File: src/rtl/flags_condition_unit_pkg.sv
// Shared definitions for the JAM-1 flags/condition unit: flag bit positions,
// condition-code encodings and carry-source select encodings.
package flags_pkg;

  localparam int NUM_FLAGS = 4;

  localparam int FLAG_C = 0;
  localparam int FLAG_Z = 1;
  localparam int FLAG_S = 2;
  localparam int FLAG_O = 3;

  typedef enum logic [3:0] {
    COND_O      = 4'd0,
    COND_NO     = 4'd1,
    COND_S      = 4'd2,
    COND_NS     = 4'd3,
    COND_Z      = 4'd4,
    COND_NZ     = 4'd5,
    COND_C      = 4'd6,
    COND_NC     = 4'd7,
    COND_CZ     = 4'd8,
    COND_NCZ    = 4'd9,
    COND_LT     = 4'd10,
    COND_GE     = 4'd11,
    COND_LE     = 4'd12,
    COND_GT     = 4'd13,
    COND_ALWAYS = 4'd14,
    COND_NEVER  = 4'd15
  } cond_e;

  typedef enum logic [1:0] {
    CSEL_ARITH = 2'b00,
    CSEL_LOGIC = 2'b01,
    CSEL_ZERO  = 2'b10,
    CSEL_ONE   = 2'b11
  } carry_sel_e;

  function automatic logic [NUM_FLAGS-1:0] pack_flags(input logic c, input logic z,
                                                       input logic s, input logic o);
    logic [NUM_FLAGS-1:0] f;
    f         = '0;
    f[FLAG_C] = c;
    f[FLAG_Z] = z;
    f[FLAG_S] = s;
    f[FLAG_O] = o;
    return f;
  endfunction

endpackage

File: src/rtl/flags_condition_unit_if.sv
// ALU-to-flags-unit bundle: ALU flag outputs, bus load/save/restore controls,
// condition request and the registered results.
interface flags_condition_unit_if #(
  parameter int FLAGS_W = 8
);
  logic               ArithCarryFlag;
  logic               LogicCarryFlag;
  logic               ZeroFlag;
  logic               SignFlag;
  logic               OverflowFlag;
  logic               CarrySelectADelayed;
  logic               CarrySelectBDelayed;
  logic               FlagsWrite;
  logic               FlagsLoad;
  logic [FLAGS_W-1:0] FlagsDataIn;
  logic               FlagsSave;
  logic               FlagsRestore;
  logic               CondValid;
  logic [3:0]         CondCode;
  logic [FLAGS_W-1:0] FlagsDataOut;
  logic               CondTaken;
  logic               CondTakenValid;
  logic               ShadowValid;

  modport master (
    output ArithCarryFlag, LogicCarryFlag, ZeroFlag, SignFlag, OverflowFlag,
           CarrySelectADelayed, CarrySelectBDelayed, FlagsWrite, FlagsLoad,
           FlagsDataIn, FlagsSave, FlagsRestore, CondValid, CondCode,
    input  FlagsDataOut, CondTaken, CondTakenValid, ShadowValid
  );

  modport slave (
    input  ArithCarryFlag, LogicCarryFlag, ZeroFlag, SignFlag, OverflowFlag,
           CarrySelectADelayed, CarrySelectBDelayed, FlagsWrite, FlagsLoad,
           FlagsDataIn, FlagsSave, FlagsRestore, CondValid, CondCode,
    output FlagsDataOut, CondTaken, CondTakenValid, ShadowValid
  );

endinterface

File: src/rtl/flags_condition_unit_cond_eval.sv
// Combinational branch-condition evaluator over the four architectural flags;
// kept standalone so predication logic can reuse it.
module cond_eval
  import flags_pkg::*;
(
  input  logic [NUM_FLAGS-1:0] i_flags,
  input  logic [3:0]           i_cond_code,
  output logic                 o_taken
);

  logic w_c, w_z, w_s, w_o, w_lt;

  assign w_c  = i_flags[FLAG_C];
  assign w_z  = i_flags[FLAG_Z];
  assign w_s  = i_flags[FLAG_S];
  assign w_o  = i_flags[FLAG_O];
  assign w_lt = w_s ^ w_o;

  always_comb begin
    o_taken = 1'b0;
    case (cond_e'(i_cond_code))
      COND_O:      o_taken = w_o;
      COND_NO:     o_taken = ~w_o;
      COND_S:      o_taken = w_s;
      COND_NS:     o_taken = ~w_s;
      COND_Z:      o_taken = w_z;
      COND_NZ:     o_taken = ~w_z;
      COND_C:      o_taken = w_c;
      COND_NC:     o_taken = ~w_c;
      COND_CZ:     o_taken = w_c | w_z;
      COND_NCZ:    o_taken = ~(w_c | w_z);
      COND_LT:     o_taken = w_lt;
      COND_GE:     o_taken = ~w_lt;
      COND_LE:     o_taken = w_lt | w_z;
      COND_GT:     o_taken = ~(w_lt | w_z);
      COND_ALWAYS: o_taken = 1'b1;
      COND_NEVER:  o_taken = 1'b0;
      default:     o_taken = 1'b0;
    endcase
  end

endmodule

File: src/rtl/flags_condition_unit.sv
// Architectural flags register with bus load, optional one-deep shadow
// (FLAGS_SHADOW_EN) and registered branch-condition evaluation on bypassed flags.
module flags_condition_unit
  import flags_pkg::*;
#(
  parameter int                 FLAGS_W     = 8,
  parameter logic [FLAGS_W-1:0] RESET_FLAGS = 8'h00
) (
  input  logic                  clk,
  input  logic                  rst_n,
  flags_condition_unit_if.slave bus
);

  logic [NUM_FLAGS-1:0] r_flags;
  logic [NUM_FLAGS-1:0] w_flags_next;
  logic [NUM_FLAGS-1:0] w_alu_flags;
  logic [NUM_FLAGS-1:0] w_load_flags;
  logic                 w_carry;
  logic                 w_cond_taken;
  logic                 r_cond_taken;
  logic                 r_cond_valid;

  always_comb begin
    w_carry = 1'b0;
    case (carry_sel_e'({bus.CarrySelectBDelayed, bus.CarrySelectADelayed}))
      CSEL_ARITH: w_carry = bus.ArithCarryFlag;
      CSEL_LOGIC: w_carry = bus.LogicCarryFlag;
      CSEL_ZERO:  w_carry = 1'b0;
      CSEL_ONE:   w_carry = 1'b1;
      default:    w_carry = 1'b0;
    endcase
  end

  assign w_alu_flags  = pack_flags(w_carry, bus.ZeroFlag, bus.SignFlag, bus.OverflowFlag);
  assign w_load_flags = bus.FlagsDataIn[NUM_FLAGS-1:0];

  // Upper data-bus bits carry no state and are discarded on load.
  logic w_unused_din;
  assign w_unused_din = ^bus.FlagsDataIn[FLAGS_W-1:NUM_FLAGS];

`ifdef FLAGS_SHADOW_EN
  logic [NUM_FLAGS-1:0] r_shadow;
  logic                 r_shadow_valid;
  logic                 w_restore_hit;

  assign w_restore_hit = bus.FlagsRestore & r_shadow_valid;

  // Save samples the pre-update flags, so Save+Restore swaps the two copies.
  always_ff @(posedge clk or negedge rst_n) begin
    if (!rst_n) begin
      r_shadow       <= '0;
      r_shadow_valid <= 1'b0;
    end else if (bus.FlagsSave) begin
      r_shadow       <= r_flags;
      r_shadow_valid <= 1'b1;
    end else if (w_restore_hit) begin
      r_shadow_valid <= 1'b0;
    end
  end

  always_comb begin
    w_flags_next = r_flags;
    if (w_restore_hit) begin
      w_flags_next = r_shadow;
    end else if (bus.FlagsLoad) begin
      w_flags_next = w_load_flags;
    end else if (bus.FlagsWrite) begin
      w_flags_next = w_alu_flags;
    end
  end

  assign bus.ShadowValid = r_shadow_valid;
`else
  logic w_unused_shadow_ctl;
  assign w_unused_shadow_ctl = bus.FlagsSave ^ bus.FlagsRestore;

  always_comb begin
    w_flags_next = r_flags;
    if (bus.FlagsLoad) begin
      w_flags_next = w_load_flags;
    end else if (bus.FlagsWrite) begin
      w_flags_next = w_alu_flags;
    end
  end

  assign bus.ShadowValid = 1'b0;
`endif

  always_ff @(posedge clk or negedge rst_n) begin
    if (!rst_n) begin
      r_flags <= RESET_FLAGS[NUM_FLAGS-1:0];
    end else begin
      r_flags <= w_flags_next;
    end
  end

  // w_flags_next equals r_flags when nothing updates, so it is the bypass value.
  cond_eval u_cond_eval (
    .i_flags     (w_flags_next),
    .i_cond_code (bus.CondCode),
    .o_taken     (w_cond_taken)
  );

  always_ff @(posedge clk or negedge rst_n) begin
    if (!rst_n) begin
      r_cond_taken <= 1'b0;
      r_cond_valid <= 1'b0;
    end else begin
      r_cond_valid <= bus.CondValid;
      if (bus.CondValid) begin
        r_cond_taken <= w_cond_taken;
      end
    end
  end

  assign bus.FlagsDataOut   = {{(FLAGS_W-NUM_FLAGS){1'b0}}, r_flags};
  assign bus.CondTaken      = r_cond_taken;
  assign bus.CondTakenValid = r_cond_valid;

endmodule

File: src/flat_wrapper.sv
// flat-port wrapper written by rule: the top's interface ports become plain ports
module flags_condition_unit_flat import flags_pkg::*;
#(
  parameter int                 FLAGS_W     = 8,
  parameter logic [FLAGS_W-1:0] RESET_FLAGS = 8'h00
)
  (clk, rst_n, bus_ArithCarryFlag, bus_LogicCarryFlag, bus_ZeroFlag, bus_SignFlag, bus_OverflowFlag, bus_CarrySelectADelayed, bus_CarrySelectBDelayed, bus_FlagsWrite, bus_FlagsLoad, bus_FlagsDataIn, bus_FlagsSave, bus_FlagsRestore, bus_CondValid, bus_CondCode, bus_FlagsDataOut, bus_CondTaken, bus_CondTakenValid, bus_ShadowValid);
  flags_condition_unit_if #(.FLAGS_W(FLAGS_W)) bus_i ();
  input  logic clk;
  input  logic rst_n;
  input wire logic [$bits(bus_i.ArithCarryFlag)-1:0] bus_ArithCarryFlag;
  input wire logic [$bits(bus_i.LogicCarryFlag)-1:0] bus_LogicCarryFlag;
  input wire logic [$bits(bus_i.ZeroFlag)-1:0] bus_ZeroFlag;
  input wire logic [$bits(bus_i.SignFlag)-1:0] bus_SignFlag;
  input wire logic [$bits(bus_i.OverflowFlag)-1:0] bus_OverflowFlag;
  input wire logic [$bits(bus_i.CarrySelectADelayed)-1:0] bus_CarrySelectADelayed;
  input wire logic [$bits(bus_i.CarrySelectBDelayed)-1:0] bus_CarrySelectBDelayed;
  input wire logic [$bits(bus_i.FlagsWrite)-1:0] bus_FlagsWrite;
  input wire logic [$bits(bus_i.FlagsLoad)-1:0] bus_FlagsLoad;
  input wire logic [$bits(bus_i.FlagsDataIn)-1:0] bus_FlagsDataIn;
  input wire logic [$bits(bus_i.FlagsSave)-1:0] bus_FlagsSave;
  input wire logic [$bits(bus_i.FlagsRestore)-1:0] bus_FlagsRestore;
  input wire logic [$bits(bus_i.CondValid)-1:0] bus_CondValid;
  input wire logic [$bits(bus_i.CondCode)-1:0] bus_CondCode;
  output wire logic [$bits(bus_i.FlagsDataOut)-1:0] bus_FlagsDataOut;
  output wire logic [$bits(bus_i.CondTaken)-1:0] bus_CondTaken;
  output wire logic [$bits(bus_i.CondTakenValid)-1:0] bus_CondTakenValid;
  output wire logic [$bits(bus_i.ShadowValid)-1:0] bus_ShadowValid;
  assign bus_i.ArithCarryFlag = bus_ArithCarryFlag;
  assign bus_i.LogicCarryFlag = bus_LogicCarryFlag;
  assign bus_i.ZeroFlag = bus_ZeroFlag;
  assign bus_i.SignFlag = bus_SignFlag;
  assign bus_i.OverflowFlag = bus_OverflowFlag;
  assign bus_i.CarrySelectADelayed = bus_CarrySelectADelayed;
  assign bus_i.CarrySelectBDelayed = bus_CarrySelectBDelayed;
  assign bus_i.FlagsWrite = bus_FlagsWrite;
  assign bus_i.FlagsLoad = bus_FlagsLoad;
  assign bus_i.FlagsDataIn = bus_FlagsDataIn;
  assign bus_i.FlagsSave = bus_FlagsSave;
  assign bus_i.FlagsRestore = bus_FlagsRestore;
  assign bus_i.CondValid = bus_CondValid;
  assign bus_i.CondCode = bus_CondCode;
  assign bus_FlagsDataOut = bus_i.FlagsDataOut;
  assign bus_CondTaken = bus_i.CondTaken;
  assign bus_CondTakenValid = bus_i.CondTakenValid;
  assign bus_ShadowValid = bus_i.ShadowValid;
  flags_condition_unit #(.FLAGS_W(FLAGS_W), .RESET_FLAGS(RESET_FLAGS)) u_core (.clk(clk), .rst_n(rst_n), .bus(bus_i));
endmodule
File: config.mk
export PLATFORM = sky130hd
export DESIGN_NAME = flags_condition_unit_flat
export DESIGN_NICKNAME = d
export VERILOG_FILES = /design/src/rtl/flags_condition_unit_pkg.sv /design/src/rtl/flags_condition_unit_if.sv /design/src/rtl/flags_condition_unit_cond_eval.sv /design/src/rtl/flags_condition_unit.sv /design/src/flat_wrapper.sv
export SDC_FILE = /design/constraint.sdc
export NUM_CORES = 1
export LEC_CHECK = 0
export ABC_AREA = 0
export CAP_MARGIN = 20
export CELL_PAD_IN_SITES_DETAIL_PLACEMENT = 1
export CELL_PAD_IN_SITES_GLOBAL_PLACEMENT = 1
export CORE_MARGIN = 1
export CORE_UTILIZATION = 24
export CTS_CLUSTER_SIZE = 10
export DETAILED_ROUTE_END_ITERATION = 10
export PLACE_DENSITY_LB_ADDON = 0.25
export SLEW_MARGIN = 25
export SYNTH_ARGS = -nofsm -noshare
export SYNTH_HDL_FRONTEND = slang
export SYNTH_SLANG_ARGS = --single-unit
File: constraint.sdc
create_clock -name clk -period 2.4 [get_ports clk]
set_input_delay 0.72 -clock clk [delete_from_list [all_inputs] [get_ports clk]]
set_output_delay 0.72 -clock clk [all_outputs]
set_load 0.01 [all_outputs]
After elaboration in Yosys (flattened, before gate mapping) --
Index checks and enable logic that the tools add are counted.
Storage, ports and cells: register bits after elaboration 6, input port bits 26, output and inout bits 11, logic and storage cells 37
Operators by class: equality and inequality tests 18, mux-type cells 4, bitwise gates (word level) 10, reductions and logical operators 2
Operator list (number):
- $eq A4 B4 Y1 const B | 8
- $eq A4 B3 Y1 const B | 4
- $pmux W1 S16 | 1
- $eq A4 B2 Y1 const B | 2
- $mux W4 | 2
- $not A1 Y1 | 7
- $eq A2 B2 Y1 const B | 2
- $eq A4 B1 Y1 const B | 1
- $logic_not A4 Y1 | 1
- $pmux W1 S4 | 1
- $eq A2 B1 Y1 const B | 1
- $logic_not A2 Y1 | 1
- $or A1 B1 Y1 | 2
- $xor A1 B1 Y1 | 1

Logic depth before layout (Yosys ltp) --
depth in word-level cells 8, gate-level depth with buffers 7, gate-level depth less buffers 6

Cells and area by module --
From an unflattened synthesis, not the netlist that was laid out.
Second synthesis, totals: cell total of the unflattened synthesis 50, area, all modules 452.9 um^2
By module, submodules not included:
- flags_condition_unit | times used 1, cells each 30, area each 315.3 um^2, sequential area each 150.1 um^2
- cond_eval | times used 1, cells each 20, area each 137.6 um^2, sequential area each 0.0 um^2

Least setup slack after synthesis --
No wires, ideal clock.
path kind input-to-reg, from input port bus_FlagsWrite, to register u_core.r_cond_taken (netlist: u_core.bus.CondTaken), setup time 0.080 ns, arrival time 2.088 ns, slack 0.232 ns, cell stages on the path 7, path buffers 1, cell sequence buf_6 mux2_4 mux4_2 xnor2_1 o31ai_1 o21ai_2 o211ai_2
Between the ends: word-level cells in the longest chain between the ends 6, elaborated cells between the ends (all ways) 13, those cells by class mux (3); bitwise (10)
Ends and longest elaborated chain:
- start, declared | RTL line flat_wrapper.sv:18 | input wire logic [$bits(bus_i.FlagsWrite)-1:0] bus_FlagsWrite;
- $mux W4 * | RTL line flags_condition_unit.sv:81 | end else if (bus.FlagsWrite) begin
- $mux W4 * | RTL line flags_condition_unit.sv:79 | if (bus.FlagsLoad) begin
- $xor A1 B1 Y1 | RTL line flags_condition_unit_cond_eval.sv:17 | assign w_lt = w_s ^ w_o;
- $or A1 B1 Y1 | RTL line flags_condition_unit_cond_eval.sv:34, flags_condition_unit_cond_eval.sv:35
- $not A1 Y1 | RTL line flags_condition_unit_cond_eval.sv:35 | COND_GT: o_taken = ~(w_lt | w_z);
- $pmux W1 S16 * | RTL line flags_condition_unit_cond_eval.sv:21 | case (cond_e'(i_cond_code))
- end signal, assigned | RTL line flags_condition_unit.sv:111 | r_cond_taken <= w_cond_taken;
- end, declared | RTL line flags_condition_unit.sv:20 | logic r_cond_taken;
Every way passes the cells marked *; elsewhere a longest branch is shown, timed or not. A chain may end at the register's enable or synchronous reset.

Worst setup path after layout --
from input port bus_CarrySelectBDelayed, to register u_core.r_cond_taken (netlist: u_core.bus.CondTaken)
Between the ends: word-level cells in the longest chain between the ends 7, elaborated cells between the ends (all ways) 11, those cells by class eq/ne (3); mux (4); bitwise (3); reduce/logical (1)
Ends and longest elaborated chain:
- start, declared | RTL line flat_wrapper.sv:17 | input wire logic [$bits(bus_i.CarrySelectBDelayed)-1:0] bus_CarrySelectBDelayed;
- $eq A2 B2 Y1, or another cell as far along | RTL line flags_condition_unit.sv:25 | case (carry_sel_e'({bus.CarrySelectBDelayed, bus.CarrySelectADelayed}))
- $pmux W1 S4 * | RTL line flags_condition_unit.sv:25
- $mux W4 * | RTL line flags_condition_unit.sv:81
- $mux W4 * | RTL line flags_condition_unit.sv:79
- $or A1 B1 Y1 | RTL line flags_condition_unit_cond_eval.sv:30, flags_condition_unit_cond_eval.sv:31
- $not A1 Y1 | RTL line flags_condition_unit_cond_eval.sv:31 | COND_NCZ: o_taken = ~(w_c | w_z);
- $pmux W1 S16 * | RTL line flags_condition_unit_cond_eval.sv:21
Marks and branches as above.

==> results.md <==
* Fin Setup TNS at 0 ns
* Async set-reset flop share out of synthesis at 100%
* Initial Util at 26.8%
* Sinks on Clock Net at 6
* Synthesis Warnings at 0
* CP peak stage delay at 0.42 ns
* Post-synthesis sequential area ratio at 27.5%
* Period utilization at 97.2%
* Num CTS Buffers at 3
* CP Cell Sequence: clkdlybuf4s50_1 -> or3b_4 -> a21oi_2 -> nor3_1 -> or3_1 -> a211o_1 -> o211ai_2
* Clk pwr share at 24.6%
* Cell Int Power at 0.260 mW
* Logic pwr share at 42.0%
* EDFF count, synth at 0
* Clock Path Buffers at 2
* WP buf/inv at 1
* Grt peak-use layer: met2
* Fin nets at 120
* Final Skew at 0.00474 ns
* Vias at 527
* Met2 usage at 22.3%
* Max Cap Violations at 0
* Seq cells post-synth at 6
* Number of fill cells at 247
* Worst VDD drop at 0.263 mV
* Fmax at 0.429 GHz
* Final WL at 1.45 mm
* Post-Syn Area at 547 um^2
* CP Max Fanout at 2
* Synth Flop Type: dfrtp_1
* Diode count at 0
* Area of the multi-input gates at 357 um^2
* CTS tree: built
* Ports at 37
* GR Util All Layers at 13.5%
* Core area at 0.00204 mm^2
* CP required at 2.56 ns
* Synth cell types at 30
* Critical-path top delay cell: clkdlybuf4s50_1
* Initial antenna violation count at 0
* H-tree depth at 1
* CP Launch Type: input pin
* Total die area at 0.00247 mm^2
* Dpl cell area at 860 um^2
* Clk slew on worst S/H paths at 0.04 ns
* Post-CTS setup buffers at 0
* Synthesized area per cell at 9.43 um^2
* WL per Instance at 12.2 um
* Synthesis-to-layout area growth at 61.6%
* Crit Path Class: in2reg
* Reg power frac at 33.4%
* Hold crit path type: reg2reg
* DR DRC count at 0
* Die Width at 49.7 um
* Fin crit period at 2.33 ns
* Rows at 16
* Port bufs at 25
* Vias in the first global route at 573
* Slew Limit Fails at 0
* Wire length of the first global-routing pass at 2.47 mm
* Root buffer cell: clkbuf_4
* Largest net degree at the start of global routing at 8
* Vias/cell at 4.43
* Storage cell area at 150 um^2
* CP endpoint kind: register
* Initial drt markers at 7
* CP top delay family: simple AND/OR/NAND/NOR gates
* Die Y-Extent at 49.7 um
* Final Instance Area at 883 um^2
* Layout cell share with drive strength beyond 1 at 23.9%
* Initial DRT Pass Iterations at 4
* DPL Wire Length at 1.28 mm
* Power Density at 407 mW/mm^2
* Total gr overflow at 0
* Unrepaired setup endpoints after global routing: false
* GP Congestion at 0.695
* Worst skew pair latency at 0.24 ns
* Sw frac at 27.8%
* Net switching power at 0.0999 mW
* Status: finished clean
* LEAKAGE at 0.356 nW
* Post-route ant nets at 0
* Critical Path AT at 2.49 ns
* Mapped Cells at 58
* Final hold violation count at 0
* Setup violators final at 0
* Met3 Use GR at 1.85%
* Met1 usage at 16.9%
[routing by layer]
metal  vias up  part of all wire [%]
met2        13                    51
met4         0                     0
met5         -                     0
met1       245                    46
li1        269                     -
met3         0                   3.1
[worst reg2reg max path, stage by stage (launching register included)]
cell      delay [ns]
dfrtp_1         0.40
mux2_4          0.29
mux4_2          0.47
xnor2_1         0.14
o31ai_1         0.27
o21ai_2         0.10
o211ai_2        0.08
[registers in the layout, indices dropped and copies added (netlist names)]
register                   cells
u_core.bus.CondTakenValid      1
u_core.bus.CondTaken           1
u_core.r_flags                 4
[Yosys cell counts (2+ instances only)]
cell type	n	area (um^2)
o21ai_0	5	25.0
xnor2_1	5	43.8
a22oi_1	2	15.0
a21oi_1	4	20.0
buf_4	5	37.5
nand2b_1	3	18.8
mux2_4	2	30.0
nand2_1	3	11.3
dfrtp_1	6	150
mux2_2	3	33.8
[worst paths after layout]
kind / startpoint / to / slack, ns / depth (start not counted)
max: bus_CarrySelectBDelayed / u_core.bus.CondTaken / 0.07 / 7
min: u_core.bus.CondTaken / u_core.bus.CondTaken / 0.55 / 2
max reg2reg: u_core.r_flags[3] / u_core.bus.CondTaken / 0.57 / 6
min reg2reg: u_core.bus.CondTaken / u_core.bus.CondTaken / 0.55 / 2
max in group asynchronous: rst_n / u_core.r_flags[0] / 1.47 / 1
min in group asynchronous: rst_n / u_core.r_flags[1] / 0.72 / 1
[cells by family after synthesis]
logic type	share of synthesized area [%]
buffers and inverters	10.5
other	0.686
XOR/XNOR	8.01
AO/OA/AOI/OAI	20.8
flip-flops	27.5
AND/OR/NAND/NOR	14.9
multiplexers	17.6
[layout by cell type (no fill, tap or decap)]
master / count
a21oi_1: 4
a21oi_2: 1
clkbuf_4: 3
nand3b_1: 1
nand2b_1: 3
nor3_1: 1
or3_1: 1
mux2i_1: 1
nand2_1: 3
o21ai_2: 1
o31ai_1: 1
or3b_4: 1
clkdlybuf4s50_1: 24
or2_1: 1
nand4_1: 1
dfrtp_1: 6
mux2_2: 3
xnor2_1: 5
buf_4: 9
nor2_1: 1
dlygate4sd2_1: 1
o211ai_1: 1
inv_1: 1
o21ai_0: 5
conb_1: 5
mux4_2: 1
nor3b_1: 1
a211o_1: 1
mux2_4: 2
o211ai_2: 1
a22oi_1: 2
[what timing repair did]
action / 4_1_cts / 5_1_grt
setup endpoints to repair: 1 / 1
pin swaps: 1 / 1
hold buffers: 0 / 0
resized for setup: 1 / 1
[layout make-up]
| type | count | share of cell area (%) |
|---|---|---|
| clock buffer | 3 | 2.55 |
| inverter | 1 | 0.425 |
| multi-input combinational | 48 | 40.4 |
| sequential | 6 | 17.0 |
| tap | 27 | 3.82 |
| timing repair buffer | 34 | 35.8 |
[power by group through the flow]
stage | sequential, mW | clock [mW] | combinational [mW]
5_1_grt | 0.122 | 0.101 | 0.166
4_1_cts | 0.120 | 0.0954 | 0.153
3_3_place_gp | 0.122 | 0 | 0.151
2_1_floorplan | 0.126 | 0 | 0.0707
6_report | 0.120 | 0.0884 | 0.151
3_5_place_dp | 0.122 | 0 | 0.152
[through the flow]
step	util (%)	power [mW]	worst slack [ns]	cells	hold slack [ns]
2_1_floorplan	-	0.196	0.232	62	0.424
3_3_place_gp	42.1	0.272	-0.341	116	0.534
3_5_place_dp	42.1	0.274	-0.334	116	0.542
4_1_cts	43.1	0.368	0.0290	119	0.553
5_1_grt	43.3	0.388	0.0121	119	0.585
6_report	43.3	0.360	0.0683	119	0.547
No activity file was read; power rests on OpenSTA's default activity.
